--- config.mk ---
export PLATFORM = sky130hd
export DESIGN_NAME = rpsc_interlock_ctrl_flat
export DESIGN_NICKNAME = d
export VERILOG_FILES = /design/src/rtl/rpsc_pkg.sv /design/src/rtl/rpsc_interlock_ctrl_if.sv /design/src/rtl/rpsc_debounce_latch.sv /design/src/rtl/rpsc_interlock_ctrl.sv /design/src/flat_wrapper.sv
export SDC_FILE = /design/constraint.sdc
export NUM_CORES = 1
export LEC_CHECK = 0
export ABC_CLOCK_PERIOD_IN_PS = 2600
export CAP_MARGIN = 25
export CORE_ASPECT_RATIO = 1.4
export CORE_MARGIN = 5
export CORE_UTILIZATION = 26
export CTS_BUF_LIST = sky130_fd_sc_hd__clkbuf_16
export CTS_CLUSTER_SIZE = 28
export DETAILED_ROUTE_END_ITERATION = 7
export GPL_TIMING_DRIVEN = 0
export PLACE_DENSITY = 0.49
export SKIP_LAST_GASP = 1
export SYNTH_ARGS = -nofsm -noshare
export SYNTH_HDL_FRONTEND = slang
export SYNTH_HIERARCHICAL = 1
export SYNTH_SLANG_ARGS = --single-unit
--- constraint.sdc ---
create_clock -name clk -period 2.6 [get_ports clk]
set_clock_uncertainty 0.05 [all_clocks]
set_input_delay 0.65 -clock clk [delete_from_list [all_inputs] [get_ports clk]]
set_output_delay 0.65 -clock clk [all_outputs]
set_load 0.005 [all_outputs]
--- src/rtl/rpsc_pkg.sv ---
// Shared types and helpers for the RPSC interlock controller.
package rpsc_pkg;

    typedef enum logic [1:0] {
        CH_OK,
        CH_PEND,
        CH_TRIP
    } ch_state_t;

    localparam int SYNC_STAGES = 2;

    // Index of the lowest set bit; 0 when the vector is empty.
    function automatic int unsigned lowest_set_idx(input logic [31:0] vec);
        int unsigned idx;
        idx = 0;
        for (int i = 31; i >= 0; i--) begin
            if (vec[i]) idx = i;
        end
        return idx;
    endfunction

endpackage

--- src/rtl/rpsc_interlock_ctrl_if.sv ---
// Card-level signal bundle of the interlock controller; slave side is the controller.
interface rpsc_interlock_ctrl_if #(
    parameter int N_CH = 6
);
    localparam int FF_W = $clog2(N_CH + 1);

    logic [N_CH-1:0] i_Control;
    logic            i_I_AN_5A;
    logic            i_I_AN_6A;
    logic            i_Tune_OK;
    logic            i_External;
    logic            i_Ack;
    logic            o_Not_Alarm;
    logic            o_Emergency;
    logic            o_I_AN_HIGH_n;
    logic            o_Not_TUNE_OK_Delayed;
    logic [N_CH:0]   o_Fault_Latched;
    logic [FF_W-1:0] o_First_Fault;
    logic            o_First_Valid;

    modport master (
        output i_Control, i_I_AN_5A, i_I_AN_6A, i_Tune_OK, i_External, i_Ack,
        input  o_Not_Alarm, o_Emergency, o_I_AN_HIGH_n, o_Not_TUNE_OK_Delayed,
               o_Fault_Latched, o_First_Fault, o_First_Valid
    );

    modport slave (
        input  i_Control, i_I_AN_5A, i_I_AN_6A, i_Tune_OK, i_External, i_Ack,
        output o_Not_Alarm, o_Emergency, o_I_AN_HIGH_n, o_Not_TUNE_OK_Delayed,
               o_Fault_Latched, o_First_Fault, o_First_Valid
    );

endinterface

--- src/rtl/rpsc_debounce_latch.sv ---
// One interlock channel: debounce a registered bad level, latch the trip, release on ack once healthy.
module rpsc_debounce_latch
    import rpsc_pkg::*;
#(
    parameter int DEBOUNCE_CYCLES = 16
) (
    input  logic clk,
    input  logic reset,
    input  logic bad,
    input  logic ack,
    output logic tripped,
    output logic trip_now
);

    localparam int               CNT_W   = $clog2(DEBOUNCE_CYCLES + 1);
    localparam logic [CNT_W-1:0] CNT_MAX = CNT_W'(DEBOUNCE_CYCLES);
    localparam logic [CNT_W-1:0] CNT_ONE = CNT_W'(1);

    ch_state_t        state_q, state_d;
    logic [CNT_W-1:0] cnt_q, cnt_d;

    always_ff @(posedge clk or posedge reset) begin
        if (reset) begin
            state_q <= CH_OK;
            cnt_q   <= '0;
        end else begin
            state_q <= state_d;
            cnt_q   <= cnt_d;
        end
    end

    // Counter holds the number of consecutive bad cycles seen; it never exceeds CNT_MAX-1.
    always_comb begin
        state_d = state_q;
        cnt_d   = '0;
        unique case (state_q)
            CH_OK: begin
                if (bad) begin
                    if (CNT_ONE == CNT_MAX) begin
                        state_d = CH_TRIP;
                    end else begin
                        state_d = CH_PEND;
                        cnt_d   = CNT_ONE;
                    end
                end
            end
            CH_PEND: begin
                if (!bad) begin
                    state_d = CH_OK;
                end else if (cnt_q + CNT_ONE == CNT_MAX) begin
                    state_d = CH_TRIP;
                end else begin
                    cnt_d = cnt_q + CNT_ONE;
                end
            end
            CH_TRIP: begin
                if (ack && !bad) state_d = CH_OK;
            end
            default: state_d = CH_OK;
        endcase
    end

    assign tripped  = (state_q == CH_TRIP);
    assign trip_now = (state_q != CH_TRIP) && (state_d == CH_TRIP);

endmodule

--- src/rtl/rpsc_interlock_ctrl.sv ---
// Clocked RPSC card-6 interlock: input synchronisers, per-channel fault latches,
// first-fault capture, emergency latch and the timed 5A/6A anode threshold select.
module rpsc_interlock_ctrl
    import rpsc_pkg::*;
#(
    parameter int N_CH              = 6,
    parameter int DEBOUNCE_CYCLES   = 16,
    parameter int TUNE_DELAY_CYCLES = 1000
) (
    input logic                 clk,
    input logic                 reset,
    rpsc_interlock_ctrl_if.slave bus
);

    localparam int                NA       = N_CH + 4;
    localparam logic [NA-1:0]     SYNC_RST = {4'b0000, {N_CH{1'b1}}};
    localparam int                FF_W     = $clog2(N_CH + 1);
    localparam int                TUNE_W   = $clog2(TUNE_DELAY_CYCLES + 1);
    localparam logic [TUNE_W-1:0] TUNE_MAX = TUNE_W'(TUNE_DELAY_CYCLES);

    logic [SYNC_STAGES-1:0][NA-1:0] sync_q, sync_d;
    logic [NA-1:0]                  synced;
    logic [N_CH:0]                  bad_q, bad_d;
    logic [TUNE_W-1:0]              tune_cnt_q, tune_cnt_d;
    logic                           ntd_q, ntd_d;
    logic                           emerg_q, emerg_d;
    logic                           first_valid_q, first_valid_d;
    logic [FF_W-1:0]                first_fault_q, first_fault_d;
    logic [N_CH:0]                  tripped, trip_now;
    logic                           oc;

    // Synchronised bit layout: {external, tune_ok, 6A, 5A, control[N_CH-1:0]}.
    assign synced = sync_q[SYNC_STAGES-1];

    always_ff @(posedge clk or posedge reset) begin
        if (reset) begin
            sync_q        <= {SYNC_STAGES{SYNC_RST}};
            bad_q         <= '0;
            tune_cnt_q    <= '0;
            ntd_q         <= 1'b1;
            emerg_q       <= 1'b0;
            first_valid_q <= 1'b0;
            first_fault_q <= '0;
        end else begin
            sync_q        <= sync_d;
            bad_q         <= bad_d;
            tune_cnt_q    <= tune_cnt_d;
            ntd_q         <= ntd_d;
            emerg_q       <= emerg_d;
            first_valid_q <= first_valid_d;
            first_fault_q <= first_fault_d;
        end
    end

    always_comb begin
        sync_d[0] = {bus.i_External, bus.i_Tune_OK, bus.i_I_AN_6A, bus.i_I_AN_5A, bus.i_Control};
        for (int i = 1; i < SYNC_STAGES; i++) begin
            sync_d[i] = sync_q[i-1];
        end

        // Bad levels are registered once; that register doubles as the live I_AN_HIGH flop.
        oc    = ntd_q ? synced[N_CH] : synced[N_CH+1];
        bad_d = {oc, ~synced[N_CH-1:0]};

        tune_cnt_d = tune_cnt_q;
        if (!synced[N_CH+2]) begin
            tune_cnt_d = '0;
        end else if (tune_cnt_q != TUNE_MAX) begin
            tune_cnt_d = tune_cnt_q + TUNE_W'(1);
        end
        ntd_d = (tune_cnt_d != TUNE_MAX);

        emerg_d = synced[N_CH+3] | (emerg_q & ~bus.i_Ack);

        first_valid_d = first_valid_q;
        first_fault_d = first_fault_q;
        if (!first_valid_q) begin
            if (|trip_now) begin
                first_valid_d = 1'b1;
                first_fault_d = FF_W'(lowest_set_idx(32'(trip_now)));
            end
        end else if (tripped == '0) begin
            first_valid_d = 1'b0;
            first_fault_d = '0;
        end
    end

    for (genvar c = 0; c <= N_CH; c++) begin : g_ch
        rpsc_debounce_latch #(
            .DEBOUNCE_CYCLES(DEBOUNCE_CYCLES)
        ) u_latch (
            .clk     (clk),
            .reset   (reset),
            .bad     (bad_q[c]),
            .ack     (bus.i_Ack),
            .tripped (tripped[c]),
            .trip_now(trip_now[c])
        );
    end

    assign bus.o_Fault_Latched       = tripped;
    assign bus.o_First_Fault         = first_fault_q;
    assign bus.o_First_Valid         = first_valid_q;
    assign bus.o_Emergency           = emerg_q;
    assign bus.o_Not_Alarm           = ~(|tripped | emerg_q);
    assign bus.o_I_AN_HIGH_n         = ~bad_q[N_CH];
    assign bus.o_Not_TUNE_OK_Delayed = ntd_q;

endmodule

--- src/flat_wrapper.sv ---
// flat-port wrapper written by rule: the top's interface ports become plain ports
module rpsc_interlock_ctrl_flat import rpsc_pkg::*;
#(
    parameter int N_CH              = 6,
    parameter int DEBOUNCE_CYCLES   = 16,
    parameter int TUNE_DELAY_CYCLES = 1000
)
  (clk, reset, bus_i_Control, bus_i_I_AN_5A, bus_i_I_AN_6A, bus_i_Tune_OK, bus_i_External, bus_i_Ack, bus_o_Not_Alarm, bus_o_Emergency, bus_o_I_AN_HIGH_n, bus_o_Not_TUNE_OK_Delayed, bus_o_Fault_Latched, bus_o_First_Fault, bus_o_First_Valid);
  rpsc_interlock_ctrl_if #(.N_CH(N_CH)) bus_i ();
  input logic clk;
  input logic reset;
  input wire logic [$bits(bus_i.i_Control)-1:0] bus_i_Control;
  input wire logic [$bits(bus_i.i_I_AN_5A)-1:0] bus_i_I_AN_5A;
  input wire logic [$bits(bus_i.i_I_AN_6A)-1:0] bus_i_I_AN_6A;
  input wire logic [$bits(bus_i.i_Tune_OK)-1:0] bus_i_Tune_OK;
  input wire logic [$bits(bus_i.i_External)-1:0] bus_i_External;
  input wire logic [$bits(bus_i.i_Ack)-1:0] bus_i_Ack;
  output wire logic [$bits(bus_i.o_Not_Alarm)-1:0] bus_o_Not_Alarm;
  output wire logic [$bits(bus_i.o_Emergency)-1:0] bus_o_Emergency;
  output wire logic [$bits(bus_i.o_I_AN_HIGH_n)-1:0] bus_o_I_AN_HIGH_n;
  output wire logic [$bits(bus_i.o_Not_TUNE_OK_Delayed)-1:0] bus_o_Not_TUNE_OK_Delayed;
  output wire logic [$bits(bus_i.o_Fault_Latched)-1:0] bus_o_Fault_Latched;
  output wire logic [$bits(bus_i.o_First_Fault)-1:0] bus_o_First_Fault;
  output wire logic [$bits(bus_i.o_First_Valid)-1:0] bus_o_First_Valid;
  assign bus_i.i_Control = bus_i_Control;
  assign bus_i.i_I_AN_5A = bus_i_I_AN_5A;
  assign bus_i.i_I_AN_6A = bus_i_I_AN_6A;
  assign bus_i.i_Tune_OK = bus_i_Tune_OK;
  assign bus_i.i_External = bus_i_External;
  assign bus_i.i_Ack = bus_i_Ack;
  assign bus_o_Not_Alarm = bus_i.o_Not_Alarm;
  assign bus_o_Emergency = bus_i.o_Emergency;
  assign bus_o_I_AN_HIGH_n = bus_i.o_I_AN_HIGH_n;
  assign bus_o_Not_TUNE_OK_Delayed = bus_i.o_Not_TUNE_OK_Delayed;
  assign bus_o_Fault_Latched = bus_i.o_Fault_Latched;
  assign bus_o_First_Fault = bus_i.o_First_Fault;
  assign bus_o_First_Valid = bus_i.o_First_Valid;
  rpsc_interlock_ctrl #(.N_CH(N_CH), .DEBOUNCE_CYCLES(DEBOUNCE_CYCLES), .TUNE_DELAY_CYCLES(TUNE_DELAY_CYCLES)) u_core (.clk(clk), .reset(reset), .bus(bus_i));
endmodule
======== After elaboration in Yosys (flattened, before gate mapping) ========
Cells that the tools add are included.
cells by class
  add/sub/neg operators ................... 8
  eq/ne operators ......................... 38
  mux-type cells .......................... 79
  bitwise logic cells ..................... 7
  reduce and logical (&&, ||, !) cells .... 33
operator list
  cell                     number
  $mux W5                  14
  $pmux W5 S2              7
  $mux W2                  28
  $pmux W2 S3              7
  $add A5 B1 Y5 const B    7
  $eq A5 B5 Y1 const B     7
  $mux W3                  10
  $eq A2 B2 Y1 const B     14
  $mux W10                 2
  $ne A10 B10 Y1 const B   2
  $ne A2 B2 Y1 const B     8
  $eq A2 B1 Y1 const B     7
  $logic_and A1 B1 Y1      14
  $logic_not A2 Y1         7
  $reduce_or A7 Y1         2
  $mux W1                  11
  $add A10 B1 Y10 const B  1
  $logic_not A1 Y1         7
  $logic_not A7 Y1         1
  $not A6 Y6               1
  $not A1 Y1               3
  $or A1 B1 Y1             2
  $reduce_and A2 Y1        1
  $reduce_bool A2 Y1       1
  $and A1 B1 Y1            1
word-level totals
  register bits after elaboration ......... 92
  input bits .............................. 13
  output and inout port bits .............. 15
  logic and storage cells ................. 187

======== Longest topological paths before layout ========
Gate-level depths: netlist of run 1.
  depth in word-level cells ............... 16
  mapped depth ............................ 8
  depth with buffers taken out ............ 8

======== Cells and area by module ========
The synthesis of run 1 kept the hierarchy.
by module, submodules not included
  module               instances  cells each  area each (sq um)  seq. area each (sq um)
  rpsc_debounce_latch  7          35          364.1              175.2
  rpsc_interlock_ctrl  1          129         1589.0             1092.3

======== Least setup slack after synthesis of run 1 ========
Ideal clock, no wire load.
  path kind ............................... register to register
  start ................................... register u_core.tune_cnt_q[0]
  end ..................................... register u_core.ntd_q, in the netlist u_core/bus.o_Not_TUNE_OK_Delayed
  setup time .............................. 0.066 ns
  data arrival time ....................... 1.706 ns
  data required time ...................... 2.484 ns
  setup slack ............................. 0.778 ns
  stages on the path, launching flop included .. 9
  path buffers ............................ 1
  period minus slack after synthesis ...... 1.822 ns
  path through ............................ dfrtp_1 -> inv_1 -> ha_1 -> and4bb_1 -> and4_4 -> buf_6 -> mux2_4 -> and3_1 -> nand4_1
between the ends
  cells in the longest elaborated chain, start to end .. 4
  elaborated cells between the ends (all ways) .. 5
  those cells by class .................... 1 x add/sub; 2 x eq/ne; 2 x mux
RTL lines
  item                                               RTL line                                              source
  start: declaration                                 rpsc_interlock_ctrl.sv:24                             logic [TUNE_W-1:0] tune_cnt_q, tune_cnt_d;
  start signal: assignment                           rpsc_interlock_ctrl.sv:47                             tune_cnt_q <= tune_cnt_d;
  $add A10 B1 Y10 or $ne A10 B10 Y1 (tied branches)  rpsc_interlock_ctrl.sv:69, rpsc_interlock_ctrl.sv:68
  $mux W10 (*)                                       rpsc_interlock_ctrl.sv:68                             end else if (tune_cnt_q != TUNE_MAX) begin
  $mux W10 (*)                                       rpsc_interlock_ctrl.sv:66                             if (!synced[N_CH+2]) begin
  $ne A10 B10 Y1 (*)                                 rpsc_interlock_ctrl.sv:71                             ntd_d = (tune_cnt_d != TUNE_MAX);
  named net u_core.ntd_d                             rpsc_interlock_ctrl.sv:25                             logic ntd_q, ntd_d;
  end signal: assignment                             rpsc_interlock_ctrl.sv:48                             ntd_q <= ntd_d;
  end: declaration                                   rpsc_interlock_ctrl.sv:25
The timed path passes the listed nets; every way through them passes the cells marked *.
A chain may end at the register's enable or synchronous reset.

======== Worst setup path in the final report of run 1 ========
  start ................................... register u_core.g_ch[2].u_latch.state_q[1]
  end ..................................... output bus_o_Not_Alarm
between the ends
  cells in the longest elaborated chain, start to end .. 4
RTL lines
  item                      RTL line                    source
  start: declaration        rpsc_debounce_latch.sv:19   ch_state_t state_q, state_d;
  start signal: assignment  rpsc_debounce_latch.sv:27   state_q <= state_d;
  $eq A2 B2 Y1              rpsc_debounce_latch.sv:63   assign tripped = (state_q == CH_TRIP);
  $reduce_or A7 Y1          rpsc_interlock_ctrl.sv:105  assign bus.o_Not_Alarm = ~(|tripped | emerg_q);
  $or A1 B1 Y1              rpsc_interlock_ctrl.sv:105
  $not A1 Y1                rpsc_interlock_ctrl.sv:105
  end: declaration          flat_wrapper.sv:18          output wire logic [$bits(bus_i.o_Not_Alarm)-1:0] bus_o_Not_Alarm;
Every way passes these cells.

==> metrics.md, run 1 <==
| Metric | Value |
|---|---|
| DRC Markers | `0` |
| Seq pwr share | `51.9%` |
| Clock sinks | `92` |
| Layout cells sized above 1 | `16.2%` |
| Post-synth cell types | `41` |
| Avg Cell Area, Syn | `11.1 sq um` |
| Critical path's largest stage delay | `0.39 ns` |
| Clock share of power | `42.9%` |
| Setup slack after placement | `-0.00337 ns` |
| Main synth FF type | `dfrtp_1` |
| Status | `completed` |
| Fmax | `420 MHz` |
| Slowest stage cell, crit path | `dfrtp_1` |
| Yosys warns | `6` |
| Crit start category | `flip-flop` |
| CP arrival | `1.68 ns` |
| Vias per Instance | `4.57` |
| Yosys reg bits | `92` |
| Mux contribution to synthesized area | `3.21%` |
| Power per Cell Area | `592 nW/um^2` |
| Hold Crit Start | `u_core/sync_d[18]` |
| Fraction of registers with async set/reset | `100%` |
| CP required | `1.90 ns` |
| Fill count | `1584` |
| Die area | `18600 sq um` |
| Post-Syn Instances | `374` |
| Psw | `0.664 mW` |
| Crit path capture type | `output pin` |
| EDFF count, synth | `0` |
| Main combinational cell family by area after synthesis | `simple AND/OR/NAND/NOR gates` |
| Vias in the first global route | `2915` |
| IO Count | `28` |
| Synth Area in Adders | `2.72%` |
| Hold path cells | `0` |
| Worst Tran Pin Value | `0.474 ns` |
| Switch share | `22.5%` |
| Post-route ant nets | `0` |
| H-tree depth | `3` |
| Pin count of the biggest net entering global routing | `28` |
| Total GRT Usage | `9.45%` |
| Die width | `117 microns` |
| Minimum clock period | `2.38 ns` |
| Worst-path fanout max | `3` |
| R2R Path End | `u_core/bus.o_First_Fault[1]` |
| Reg2reg start | `u_core/g_ch[5].u_latch/cnt_q[0]` |
| TritonCTS buffer count | `9` |
| Area Growth Syn to Fin | `20.5%` |
| Final hold violation count | `0` |
| Routed wire per std cell | `13.4 microns` |
| Worst hold path type | `reg2reg` |
| CTS tree | `yes` |
| Slew Limit Fails | `0` |
| XOR/XNOR Fraction of Synth Area | `4.02%` |
| Syn_nets | `396` |
| Leakage | `2.16 nW` |
| Syn Std Cell Area | `4140 sq um` |
| Clock latency on the worst-skew pair | `0.34 ns` |
| Final period util | `91.6%` |
| Unrepaired setup endpoints after global routing | `no` |
| Simple-gate area share of the yosys netlist | `19.4%` |
| Ant. Diodes | `0` |
| Port Buf Inserts | `27` |
| Initial antenna violation count | `0` |
| Max_slew headroom | `68.3%` |
| Dpl hpwl | `6140 microns` |
| Vias | `2816` |
| Final worst slack | `0.219 ns` |
| R2r setup slk | `0.45 ns` |
| # setup viols final | `0` |
| Clock buffer depth | `2` |
| Hold path endpoint | `u_core/synced[8]` |
| WS Path Type | `reg2out` |
| Final #Nets | `437` |
| Layout Utilization | `31.9%` |
| Worst vdd ir | `0.246 mV` |
| DR pass1 iterations | `4` |
| Int Power | `2.29 mW` |
| Number of max-cap violations | `0` |
| Post-synthesis sequential area ratio | `56.0%` |
| # rows | `54` |
| Routability Congestion | `0.780` |
| First-pass GRT wire length | `14000 microns` |
| CTS Root Cell | `clkbuf_16` |
| Post-Route WL | `8280 microns` |
| GRT overflow | `0` |
| Core area | `15600 sq um` |
| CP Cell Sequence | `nor2b_2 > nor4_2 > buf_4 > nand2_1 > nor2_2 > clkbuf_2` |
| Initial DRC count | `62` |
| Initial core utilization | `26.5%` |
| R2r worst-path depth | `7` |
| Gate power share | `5.2%` |
| Clock-pin slew on the worst setup and hold paths | `0.06 ns` |
| Post-synthesis compound-gate area fraction | `11.2%` |
| Die H | `159 microns` |
-- critical path, delay by kind of cell (launching register included) --
kind / cells / cell delay, ns
buffers and inverters: 2 / 0.29
flip-flops: 1 / 0.39
AND/OR/NAND/NOR: 4 / 0.66
-- sequential cells by signal, indices dropped and copies added, names as in the netlist --
name and count:
u_core/bus.o_Emergency 1, u_core/bus.o_First_Fault 3, u_core/bus.o_Not_TUNE_OK_Delayed 1, u_core/g_ch.u_latch/cnt_q 35
u_core/synced 10, u_core/bus.o_First_Valid 1, u_core/tune_cnt_q 10, u_core/sync_d 10
u_core/bad_q 7, u_core/g_ch.u_latch/state_q 14
-- cell usage after synthesis, drive strengths merged, types with 9 or more instances --
cell   instances  area, sq um
a21oi         17         85.1
dfrtp         79         1980
dfstp         13          342
ha             9          113
inv           34          128
nand2         22          100
nand3         20          100
nor2          36          135
nor2b         14          105
nor3          14         70.1
o21ai         10         50.1
xnor2         10         87.6
xor2           9         78.8
-- layer usage --
metal	GRT usage [%]	vias up	wire (microns)
met3	2.59	13	295
met2	15.6	33	4200
met5	0	-	0
met4	3.70	0	161
li1	-	1369	-
met1	11.6	1401	3620
-- cell type report --
cell class                      count  area [sq um]  share of cell area (%)
Multi-Input combinational cell    246          1690                    33.9
Sequential cell                    92          2320                    46.5
Clock inverter                      7          62.6                    1.26
Clock buffer                        9           225                    4.52
Buffer                              1          11.3                   0.226
Timing Repair Buffer               30           300                    6.02
Inverter                           35           131                    2.64
Tap cell                          196           245                    4.92
-- what timing repair did --
action                                  in CTS  in global routing
buffers inserted                             2                  0
cloned                                       0                  0
endpoints found under the hold margin        0                  0
endpoints found under the setup margin       1                  1
gates resized for setup                      4                  3
pin swaps                                    3                  2
hold buffers                                 0                  0
-- cell usage in the layout (no fill, tap or decap), drive strengths merged, types with 10 or more instances in the layout --
master | synthesis | final
a21oi | 17 | 17
clkbuf | 0 | 10
clkdlybuf4s50 | 0 | 26
dfrtp | 79 | 79
dfstp | 13 | 13
inv | 34 | 36
nand2 | 22 | 22
nand3 | 20 | 20
nor2 | 36 | 36
nor2b | 14 | 14
nor3 | 14 | 14
o21ai | 10 | 10
xnor2 | 10 | 10
-- metrics by stage --
stage               instances  setup TNS, ns  cell area (sq um)  power, mW  hold slack [ns]
detailed placement        598       -0.00337               4670       1.71            0.289
CTS                       616              0               4990       3.00            0.304
global route              616              0               4980       3.08            0.310
finish                    616              0               4980       2.95            0.304
floorplan                 374              0               4140       1.64            0.281
global placement          597         -11.56               4650       1.71            0.282
-- power groups by stage --
stage | sequential (mW) | combinational [mW] | clock (mW)
after global routing | 1.54 | 0.177 | 1.37
after detailed placement | 1.56 | 0.158 | 0
final | 1.53 | 0.153 | 1.27
after floorplan | 1.54 | 0.0995 | 0
after global placement | 1.56 | 0.151 | 0
after CTS | 1.53 | 0.158 | 1.31
-- logic make-up (layout without fill, tap and decap cells) --
group / Yosys count / count (layout)
DFF: 92 / 92
muxes: 10 / 10
xor gates and xnor gates: 19 / 19
buffers and inverters: 36 / 82
adders and majority gates: 9 / 9
and+or+nand+nor: 147 / 147
AOI/OAI and AO/OA: 61 / 61
-- worst max path at each step --
stage | start | end | slack (ns)
3_5_place_dp | u_core/g_ch[2].u_latch/state_q[1] | bus_o_Not_Alarm | -0.003
4_1_cts | u_core/g_ch[6].u_latch/state_q[1] | bus_o_Not_Alarm | 0.05
3_3_place_gp | reset | u_core/sync_d[18] | -0.38
6_report | u_core/g_ch[2].u_latch/state_q[1] | bus_o_Not_Alarm | 0.22
5_1_grt | u_core/g_ch[2].u_latch/state_q[1] | bus_o_Not_Alarm | 0.09
2_1_floorplan | u_core/tune_cnt_q[0] | u_core/bus.o_Not_TUNE_OK_Delayed | 0.78
(Power assumes the default switching activity.)
==> inputs of run 2 (changes only) <==
--- a/config.mk
+++ b/config.mk
@@ -5,7 +5,6 @@
 export SDC_FILE = /design/constraint.sdc
 export NUM_CORES = 1
 export LEC_CHECK = 0
-export ABC_CLOCK_PERIOD_IN_PS = 2600
 export CAP_MARGIN = 25
 export CORE_ASPECT_RATIO = 1.4
 export CORE_MARGIN = 5
==> results of run 2 <==
No change in the layout: final DEF, timing and power equal those of run 1.
==> inputs of run 3 (changes only) <==
--- a/config.mk
+++ b/config.mk
@@ -5,9 +5,8 @@
 export SDC_FILE = /design/constraint.sdc
 export NUM_CORES = 1
 export LEC_CHECK = 0
-export CAP_MARGIN = 25
+export CAP_MARGIN = 5
 export CORE_ASPECT_RATIO = 1.4
-export CORE_MARGIN = 5
 export CORE_UTILIZATION = 26
 export CTS_BUF_LIST = sky130_fd_sc_hd__clkbuf_16
 export CTS_CLUSTER_SIZE = 28
==> run 3 against run 2 <==
Net effect:
- power fell by 4.7%
- combinational power about the same
- setup slack lost 0.11 ns
- highest routed layer unchanged
- cell area shrank 0.80%
- wire length fell by 1.0%
- sequential share of layout area increased by 0.38 points
- non-clock buffer count decreased by 1
- sequential cell count is the same
- first-iteration DRC count grew to 2.9 times the previous value
- fmax fell by 4.3%
- global-route usage increased by 1.4 points
==> metrics.md, run 3 (same netlist as run 1, synthesis figures left out) <==
| Metric | Value |
|---|---|
| Fmax | `402 MHz (-4.3%)` |
| Clock latency on the worst-skew pair | `0.34 ns (about the same)` |
| Most frequent cells in the layout | `dfrtp_1 (79), inv_1 (35), nor2_1 (35)` |
| Leakage | `2.14 nW (-0.80%)` |
| Slew Limit Fails | `0 (unchanged)` |
| Dpl hpwl | `6010 microns (-2.1%)` |
| Initial antenna violation count | `0 (unchanged)` |
| R2r worst-path depth | `7 (unchanged)` |
| Final period util | `95.7% (+4.1 points)` |
| Routed wire per std cell | `13.3 microns (-0.85%)` |
| Post-Route WL | `8200 microns (-1.0%)` |
| CP arrival | `1.79 ns (+0.11 ns)` |
| Initial DRC count | `182 (+190%)` |
| Met1 wire length | `3570 microns (-1.6%)` |
| H-tree depth | `3 (unchanged)` |
| Number of max-cap violations | `0 (unchanged)` |
| Met3 routed WL | `255 microns (-14%)` |
| Crit path capture type | `output pin` |
| TritonCTS buffer count | `9 (unchanged)` |
| Critical Path Start | `u_core/g_ch[6].u_latch/state_q[1]` |
| Worst Tran Pin Value | `0.409 ns (-0.0647 ns)` |
| Initial core utilization | `26.6% (+0.12 points)` |
| R2r setup slk | `0.45 ns (about the same)` |
| Hold Crit Start | `u_core/sync_d[18]` |
| CTS tree | `yes` |
| Layout cells sized above 1 | `14.8% (-1.4 points)` |
| # rows | `54 (unchanged)` |
| Setup TNS | `0 ns (unchanged)` |
| Crit start category | `flip-flop` |
| IO Count | `28 (unchanged)` |
| Reg2reg start | `u_core/g_ch[0].u_latch/cnt_q[0]` |
| # setup viols final | `0 (unchanged)` |
| Critical Path Sink | `bus_o_Not_Alarm` |
| Worst vdd ir | `0.293 mV (+19%)` |
| Area Growth Syn to Fin | `19.5%` |
| Vias in the first global route | `2810 (-3.6%)` |
| Clock-pin slew on the worst setup and hold paths | `0.06 ns (about the same)` |
| Clock sinks | `92 (unchanged)` |
| Post-route cell area | `4940 sq um (-0.80%)` |
| Top Layer Used | `met4` |
| Most common cell after layout, fill and taps aside | `dfrtp_1` |
| Metal2 WL | `4260 microns (+1.3%)` |
| Core area | `15500 sq um (-0.43%)` |
| Clock buffer depth | `2 (unchanged)` |
| Post-route ant nets | `0 (unchanged)` |
| CTS Root Cell | `clkbuf_16` |
| WS Path Type | `reg2out` |
| Vias | `2791 (-0.89%)` |
| R2R Path End | `u_core/bus.o_First_Fault[1]` |
| Vias per Instance | `4.54 (-0.73%)` |
| Reg with most FFs | `u_core/g_ch.u_latch/cnt_q` |
| GRT overflow | `0 (unchanged)` |
| Die area | `16400 sq um (-12%)` |
| Ant. Diodes | `0 (unchanged)` |
| Port Buf Inserts | `27 (unchanged)` |
| Power per Cell Area | `568 nW/um^2 (-4.0%)` |
| DR pass1 iterations | `4 (unchanged)` |
| Worst-path fanout max | `3 (unchanged)` |
| Die width | `109 microns (-6.9%)` |
| Post-DP Area | `4670 sq um (unchanged)` |
| Final #Nets | `436 (-0.23%)` |
| First-pass GRT wire length | `13700 microns (-2.1%)` |
| Die H | `151 microns (-5.0%)` |
| CP required | `1.90 ns (about the same)` |
| Minimum clock period | `2.49 ns (+0.107 ns)` |
| Pin count of the biggest net entering global routing | `40 (+43%)` |
| Worst hold path type | `reg2reg` |
| DRC Markers | `0 (unchanged)` |
| Max_slew headroom | `72.5% (+4.2 points)` |
| Regs by FF count | `u_core/g_ch.u_latch/cnt_q x35, u_core/g_ch.u_latch/state_q x14` |
| Status | `completed` |
| Routability Congestion | `0.727 (-6.9%)` |
| Largest register FFs | `35 (unchanged)` |
| Final hold violation count | `0 (unchanged)` |
| Unrepaired setup endpoints after global routing | `no` |
| Total GRT Usage | `10.9% (+1.4 points)` |
[run 3: critical path: stages (launching register included)]
cell and delay (ns):
dfrtp_1 0.38, nor2b_2 0.18, nor4_2 0.26, buf_4 0.16
nand2_1 0.09, nor2_2 0.14, dlygate4sd2_1 0.24
[run 3: how the worst min path moves through the flow]
stage,endpoint,slack (ns),depth (start not counted)
2_1_floorplan,u_core/synced[6],0.28,0
3_3_place_gp,u_core/synced[8],0.28,0
3_5_place_dp,u_core/synced[8],0.28,0
4_1_cts,u_core/synced[8],0.30,0
5_1_grt,u_core/synced[3],0.31,0
6_report,u_core/synced[8],0.30,0
[run 3: cell type report]
| cell class | count | area [sq um] |
|---|---|---|
| plain buffers | 1 | 11.3 |
| clock buffers | 9 | 225 |
| clock inverters | 7 | 26.3 |
| fillers | 1603 | 10600 |
| inverters | 35 | 131 |
| multi-input cells | 246 | 1690 |
| flip-flops and latches | 92 | 2320 |
| well taps | 196 | 245 |
| repair buffers | 29 | 297 |
[run 3: routing by layer]
layer  vias up  global-route usage [%]
met5         -                       0
met4         0                    4.46
met3         9                    2.67
met2        37                    18.7
met1      1373                    12.8
li1       1372                       -
[run 3: where the power goes]
group          internal, mW  total [mW]  switching [mW]
registers              1.49        1.53          0.0436
logic                0.0664       0.153          0.0867
clock network         0.624        1.13           0.504
total                  2.18        2.81           0.634
[run 3: through the flow]
step | util (%) | hold slack (ns) | power (mW) | setup WS [ns] | instances
6_report | 31.8 | 0.297 | 2.81 | 0.112 | 615
5_1_grt | 31.8 | 0.312 | 2.94 | 0.000100 | 615
4_1_cts | 31.8 | 0.299 | 2.87 | 0.0664 | 615
3_5_place_dp | 30.1 | 0.285 | 1.71 | -0.0694 | 598
3_3_place_gp | 29.9 | 0.283 | 1.70 | -0.406 | 597
2_1_floorplan | - | 0.281 | 1.64 | 0.778 | 374
[run 3: timing repair]
item                                    in CTS  in global routing
buffers inserted                             1                  0
endpoints found under the setup margin       1                  1
hold buffers                                 0                  0
gates resized for setup                      4                  1
pin swaps                                    2                  0
